### src/rtl/vend_credit.sv
// Coin-accumulating vending controller: collects nickels/dimes/quarters, dispenses
// one item at PRICE, then refunds any excess (or a cancelled credit) one nickel per cycle.
module vend_credit #(
   parameter int PRICE       = 15,
   parameter int NICKEL_VAL  = 5,
   parameter int DIME_VAL    = 10,
   parameter int QUARTER_VAL = 25,
   parameter int CREDIT_W    = 6
) (
   input  logic                CLK,
   input  logic                Reset,
   input  logic                Nickel,
   input  logic                Dime,
   input  logic                Quarter,
   input  logic                Cancel,
   output logic                Dispense,
   output logic                ChangeNickel,
   output logic                CoinReject,
   output logic [CREDIT_W-1:0] Credit,
   output logic [1:0]          State
);

   // Coin inputs are single-cycle pulses sampled on the rising edge; there is no
   // back-pressure, so a pulse that cannot be accepted is answered by CoinReject.
   typedef enum logic [1:0] {
      COLLECT = 2'd0,
      VEND    = 2'd1,
      CHANGE  = 2'd2,
      ILLEGAL = 2'd3
   } state_t;

   localparam logic [CREDIT_W-1:0] PRICE_C   = CREDIT_W'(PRICE);
   localparam logic [CREDIT_W-1:0] NICKEL_C  = CREDIT_W'(NICKEL_VAL);
   localparam logic [CREDIT_W-1:0] DIME_C    = CREDIT_W'(DIME_VAL);
   localparam logic [CREDIT_W-1:0] QUARTER_C = CREDIT_W'(QUARTER_VAL);

   state_t              state, state_nxt;
   logic [CREDIT_W-1:0] credit, credit_nxt;
   logic                reject, reject_nxt;
   logic                any_coin, one_coin;
   logic [CREDIT_W-1:0] coin_val;

   assign any_coin = Nickel | Dime | Quarter;
   assign one_coin = (Nickel ^ Dime ^ Quarter) & ~(Nickel & Dime & Quarter);

   always_comb begin
      coin_val = QUARTER_C;
      if (Nickel)
         coin_val = NICKEL_C;
      else if (Dime)
         coin_val = DIME_C;
   end

   always_ff @(posedge CLK or negedge Reset) begin
      if (!Reset) begin
         state  <= COLLECT;
         credit <= '0;
         reject <= 1'b0;
      end else begin
         state  <= state_nxt;
         credit <= credit_nxt;
         reject <= reject_nxt;
      end
   end

   always_comb begin
      state_nxt  = state;
      credit_nxt = credit;
      reject_nxt = 1'b0;
      case (state)
         COLLECT: begin
            // Cancel outranks coins so a refund never races with a late insertion.
            if (Cancel) begin
               reject_nxt = any_coin;
               if (credit != '0)
                  state_nxt = CHANGE;
            end else if (one_coin) begin
               credit_nxt = credit + coin_val;
               if (credit_nxt >= PRICE_C)
                  state_nxt = VEND;
            end else if (any_coin) begin
               reject_nxt = 1'b1;
            end
         end
         VEND: begin
            reject_nxt = any_coin;
            credit_nxt = credit - PRICE_C;
            state_nxt  = (credit_nxt != '0) ? CHANGE : COLLECT;
         end
         CHANGE: begin
            reject_nxt = any_coin;
            if (credit <= NICKEL_C) begin
               credit_nxt = '0;
               state_nxt  = COLLECT;
            end else begin
               credit_nxt = credit - NICKEL_C;
            end
         end
         default: begin
            state_nxt  = COLLECT;
            credit_nxt = '0;
         end
      endcase
   end

   assign Dispense     = (state == VEND);
   assign ChangeNickel = (state == CHANGE);
   assign CoinReject   = reject;
   assign Credit       = credit;
   assign State        = state;

endmodule

### config.mk
export PLATFORM = sky130hd
export DESIGN_NAME = vend_credit
export DESIGN_NICKNAME = d
export VERILOG_FILES = /design/src/rtl/vend_credit.sv
export SDC_FILE = /design/constraint.sdc
export NUM_CORES = 1
export LEC_CHECK = 0
export ABC_AREA = 1
export CORE_MARGIN = 2
export CORE_UTILIZATION = 50
export CTS_CLUSTER_DIAMETER = 150
export DETAILED_ROUTE_END_ITERATION = 6
export HOLD_SLACK_MARGIN = 0.15
export PLACE_DENSITY = 0.75
export SLEW_MARGIN = 20
export SYNTH_ARGS = -nofsm -noshare
export SYNTH_HDL_FRONTEND = slang
export SYNTH_SLANG_ARGS = --single-unit
### constraint.sdc
create_clock -name CLK -period 5.8 [get_ports CLK]
set_clock_uncertainty 0.15 [all_clocks]
set_input_delay 0.58 -clock CLK [delete_from_list [all_inputs] [get_ports CLK]]
set_output_delay 0.58 -clock CLK [all_outputs]
set_load 0.02 [all_outputs]
==> results of run 1 <==
routing by layer:
| metal | vias to the layer above | GRT usage (%) | wire length, µm |
|---|---|---|---|
| met4 | 0 | 8.11 | 29 |
| met3 | 6 | 0.893 | 121 |
| met2 | 32 | 37.5 | 1200 |
| li1 | 529 | - | - |
| met5 | - | 0 | 0 |
| met1 | 478 | 32.6 | 1180 |
tightest hold or removal path, delay by kind of cell, from the launching register on:
family           cells  cell delay, ps
and+or+nand+nor      2             130
DFF                  1             420
cells by family (layout without fill, tap and decap cells):
group	after synthesis	in the layout	share of synthesized area, %
compound gates	22	22	13.3
xor+xnor	5	5	4.08
fa+ha+maj	18	18	22.4
buf+inv	23	42	8.75
flops	9	9	21.0
simple gates	71	71	30.5
layout make-up:
type	instances	area, µm²
Tap cell	27	33.8
Inverter	22	82.6
Fill cell	187	721
Timing Repair Buffer	16	160
Sequential cell	9	225
Clock buffer	4	26.3
Multi-Input combinational cell	116	753
worst max path at each step:
stage / cells after the start / endpoint
after global placement: 15 / State[1]$_DFFE_PN0P_
after floorplan: 14 / State[0]$_DFFE_PN0P_
final: 14 / State[0]$_DFFE_PN0P_
after CTS: 14 / State[0]$_DFFE_PN0P_
after detailed placement: 14 / State[0]$_DFFE_PN0P_
after global routing: 14 / State[1]$_DFFE_PN0P_
stage by stage:
step | util (%) | hold slack (ps)
final | 64.0 | 423
after global routing | 64.0 | 456
after CTS | 64.0 | 421
after detailed placement | 62.7 | 406
after global placement | 62.7 | 391
after floorplan | - | 134
sequential cells by signal (all words and copies together) (netlist names):
| name | cells |
|---|---|
| State | 2 |
| CoinReject | 1 |
| Credit | 6 |
cell usage in the layout (no fill, tap or decap):
cell and instances:
o2bb2ai_1 1, a21oi_1 4, nand3_1 15, o21ai_2 1
nand2_2 6, nand4_1 4, xor2_1 3, clkbuf_1 1
inv_1 18, xnor2_1 2, o211ai_1 4, a21oi_4 1
clkdlybuf4s50_1 16, ha_1 16, dfrtp_1 9, nand3b_1 1
clkinv_1 1, fa_1 2, nand3_2 2, nand2_1 35
o21ai_1 3, nor2_1 8, o21ai_0 7, inv_2 3
clkbuf_4 3, o221ai_1 1
power breakdown:
part	leakage, µW	internal, µW	total, µW	switching [µW]
Clock	0.0000150	26.4	46.2	19.8
Combinational	0.000511	217	538	320
Sequential	0.000113	93.6	144	50.1
Total	0.000639	337	728	390
cell usage after synthesis:
master,instances
fa_1,2
o21ai_2,1
xnor2_1,2
nand3_1,15
nand3_2,2
o221ai_1,1
o211ai_1,4
nand2_2,6
dfrtp_1,9
nand3b_1,1
a21oi_1,4
a21oi_4,1
nand4_1,4
o21ai_0,7
clkinv_1,1
xor2_1,3
nand2_1,35
o2bb2ai_1,1
inv_2,3
inv_1,18
nor2_1,8
o21ai_1,3
ha_1,16
buf_6,1
==> impl_metrics.json, run 1 <==
{
  "dp.cells": 190,
  "synth_top_area_share_pct": 21.0,
  "finalCriticalPeriod_ps": 2940,
  "grt_max_degree": 11,
  "crit_path_start": "Nickel",
  "r2r-start": "Credit[0]$_DFFE_PN0P_",
  "cts_setup_buffers": 0,
  "syn2layout_area_growth_pct": 19.5,
  "cts_buffer_depth": 2,
  "grt_pass1_vias": 1033,
  "ant_nets": 0,
  "num-nets-final": 192,
  "critPathSlowestCell": "clkdlybuf4s50_1",
  "arrival_ps": 2940,
  "relSlewSlack_pct": 69.1,
  "yosys_register_bits": 9,
  "dieArea_um2": 2530,
  "status": "finished, final reports clean",
  "io_buffers": 16,
  "drt_iter0_drc": 28,
  "hold_depth": 2,
  "max_stage_delay_ps": 450,
  "ys_warn_count": 0,
  "cts.clk_slew.worst_paths_ps": 60,
  "via_per_inst": 5.39,
  "regToRegSetupSlack_ps": 3560,
  "initial_core_util_pct": 53.6,
  "clock.fmax_ghz": 0.341,
  "design_area_um2": 1280,
  "avgRoutedWirePerCell_um": 13.1,
  "clock-root-buffer": "clkbuf_4",
  "drc": 0,
  "slew_viol_final": 0,
  "dr.pass1.iters": 4,
  "startpoint_type": "input pin",
  "reg2reg_depth": 10,
  "syn_nets": 172,
  "syn-mean-instance-area_um2": 7.25,
  "crit_type": "in2reg",
  "drive_above_1_share_pct": 9.58,
  "setup_viol": 0,
  "placed_area_um2": 1250,
  "cts_sinks": 9,
  "grt_pass1_wl_um": 4530,
  "peakVddDrop_uv": 326,
  "pin_count": 17,
  "cts_resized": 0,
  "ys_top_cells_by_area": "dfrtp_1 (21%), ha_1 (19%), nand2_1 (12%)",
  "path_cells": "clkdlybuf4s50_1, inv_1, ha_1, inv_1, ha_1, fa_1, xnor2_1, nor2_1, nand3_1, nand3_1, nand2_1, nand2_2, nand3_1, nand2_1",
  "h-tree-depth": 1,
  "hold_path_startpoint": "State[0]$_DFFE_PN0P_",
  "hold_viol": 0,
  "cp_top_family": "adder cells",
  "synth_cell_types": 24,
  "antenna_found_initial": 0,
  "place_congestion": 0.861,
  "timing.final.ws_setup_ps": 2860,
  "die_h_um": 50.3,
  "syn_inst": 148,
  "fp.coreArea_um2": 2000,
  "die_x_um": 50.3,
  "fin_tns_setup_ps": 0,
  "required_ps": 5800,
  "fin_cells": 194,
  "min_path_type": "reg2reg",
  "rows": 16,
  "crit_path_end_kind": "register",
  "cts_tree": "done",
  "hpwl_um": 2110,
  "grt_overflow": 0,
  "hold_buffers": 0,
  "vias": 1045,
  "period_share_pct": 50.6,
  "worstMarginPinSlew_ps": 462,
  "leakagePower_uw": 0.000639,
  "min_delay_worst_endpoint": "State[0]$_DFFE_PN0P_",
  "r2r-end": "State[0]$_DFFE_PN0P_",
  "antenna-diode-count": 0,
  "path_buf_inv": 3,
  "power.density_nw_per_um2": 568,
  "syn_area_um2": 1070,
  "clk_latency_ps": 260,
  "yosysSeqAreaShare_pct": 21.0,
  "rsz0062_at_grt": "false",
  "place_ws_ps": 2590,
  "crit_path_frequent_cell": "nand3_1",
  "grt.total_usage_pct": 23.1,
  "numCtsBuffers": 3,
  "synth_top_cell_by_area": "dfrtp_1",
  "cap_violations": 0,
  "routed_wl_um": 2540,
  "total_power_uw": 728,
  "critPathMaxFanout": 4
}
(Power assumes the default switching activity.)
==> run 2, diff against run 1 <==
- clock period: 5.8 -> 2.8 ns (I/O delays scaled with it)
==> run 2 against run 1 <==
Against the previous run:
- wire length is 2.8% lower
- non-clock buffer count is 3 higher
- combinational power is 100% higher
- critical path depth stayed put
- first-iteration DRC count is 7.1% lower
- critical endpoint unchanged
- die area stayed put
- design area is 1.8% higher
- core utilization is 1.1 points higher
- largest cell class unchanged
- count of clock-buffer cells in the layout stayed put
- sequential share of layout area is 0.30 points lower
- largest power group unchanged
- critical path type unchanged
- register-to-register slack worse by 3000 ps
==> impl_metrics.json, run 2 (same netlist as run 1, synthesis figures left out) <==
{
  "status": "finished, final reports clean",
  "grt_max_degree": 11,
  "die_x_um": 50.3,
  "required_ps": 2790,
  "largest_reg_flops": 6,
  "layout_commonest_cell": "nand2_1",
  "ant_nets": 0,
  "initial_core_util_pct": 53.6,
  "cts_buffer_depth": 2,
  "drive_above_1_share_pct": 11.2,
  "drt_iter0_drc": 26,
  "grt_pass1_wl_um": 4310,
  "dieArea_um2": 2530,
  "io_buffers": 16,
  "critPathMaxFanout": 3,
  "peakVddDrop_uv": 662,
  "regToRegSetupSlack_ps": 590,
  "avgRoutedWirePerCell_um": 12.5,
  "design_area_um2": 1300,
  "power.density_nw_per_um2": 1140,
  "leakagePower_uw": 0.000654,
  "clock.fmax_ghz": 0.409,
  "rsz0062_at_grt": "false",
  "syn2layout_area_growth_pct": 21.6,
  "vias": 999,
  "cts_resized": 0,
  "worstMarginPinSlew_ps": 408,
  "arrival_ps": 2430,
  "relSlewSlack_pct": 72.7,
  "antenna-diode-count": 0,
  "grt.total_usage_pct": 22.2,
  "num-nets-final": 195,
  "hold_buffers": 0,
  "fin_tns_setup_ps": 0,
  "layout_common_cells": "nand2_1 (35), inv_1 (18), ha_1 (16), clkdlybuf4s50_1 (16), nand3_1 (15)",
  "startpoint_type": "input pin",
  "place_congestion": 0.859,
  "cts_tree": "done",
  "cts_sinks": 9,
  "min_path_type": "in2async",
  "cts_setup_buffers": 0,
  "fp.coreArea_um2": 2000,
  "crit_path_end_kind": "register",
  "dr.pass1.iters": 4,
  "hold_viol": 0,
  "slew_viol_final": 0,
  "placed_area_um2": 1280,
  "cap_violations": 0,
  "hpwl_um": 2090,
  "setup_viol": 0,
  "die_h_um": 50.3,
  "finalCriticalPeriod_ps": 2450,
  "cts.clk_slew.worst_paths_ps": 50,
  "numCtsBuffers": 3,
  "clk_latency_ps": 250,
  "drc": 0,
  "crit_type": "in2reg",
  "reg2reg_depth": 10,
  "via_per_inst": 5.07,
  "antenna_found_initial": 0,
  "h-tree-depth": 1,
  "period_share_pct": 87.3,
  "routed_wl_um": 2460,
  "clock-root-buffer": "clkbuf_4",
  "rows": 16,
  "grt_overflow": 0,
  "grt_pass1_vias": 984,
  "pin_count": 17
}
==> run 2: area by class of cell <==
class / count / area (µm²)
Multi-Input combinational cell: 116 / 753
Fill cell: 182 / 698
Sequential cell: 9 / 225
Timing Repair Buffer: 19 / 183
Inverter: 22 / 82.6
Tap cell: 27 / 33.8
Clock buffer: 4 / 26.3
==> run 2: per-stage QoR <==
step                      hold WS [ps]  setup slack (ps)  power [µW]  utilization (%)  std cells
after floorplan                   -166               616        1070                -        148
after global placement             387               166        1380             63.8        193
after detailed placement           398              92.9        1390             63.8        193
after CTS                          164               354        1500             65.1        197
after global routing               201               199        1650             65.1        197
final                              163               354        1490             65.1        197
==> run 2: metal layers <==
layer  GRT usage [%]  vias up  routed length (µm)
met5               0        -                   0
met4            7.66        0                   0
met3            2.08        0                  86
met2            37.3       15                1200
met1            29.8      450                1180
li1                -      534                   -
==> run 2: critical path: stages <==
cell and delay [ps]:
clkdlybuf4s50_1 450, inv_1 90, ha_1 170, inv_1 50
ha_1 210, fa_1 400, nand3_1 90, nand2_1 70
xnor2_1 210, nand3_1 110, nand2_1 90, nand2_2 70
nand3_1 90, nand2_1 60
==> run 2: worst paths after layout <==
path / startpoint / endpoint
worst max-delay path: Nickel / State[0]$_DFFE_PN0P_
worst min-delay path: Reset / Credit[0]$_DFFE_PN0P_
worst max register to register: Credit[0]$_DFFE_PN0P_ / State[0]$_DFFE_PN0P_
worst min register to register: State[1]$_DFFE_PN0P_ / State[1]$_DFFE_PN0P_
max in group asynchronous: Reset / State[1]$_DFFE_PN0P_
min in group CLK: State[1]$_DFFE_PN0P_ / State[1]$_DFFE_PN0P_
==> run 2: where the power goes <==
| group | switching (µW) | internal, µW | total, µW |
|---|---|---|---|
| clock | 36.3 | 54.3 | 90.6 |
| sequential | 104 | 194 | 298 |
| combinational | 647 | 451 | 1100 |
| total | 787 | 700 | 1490 |
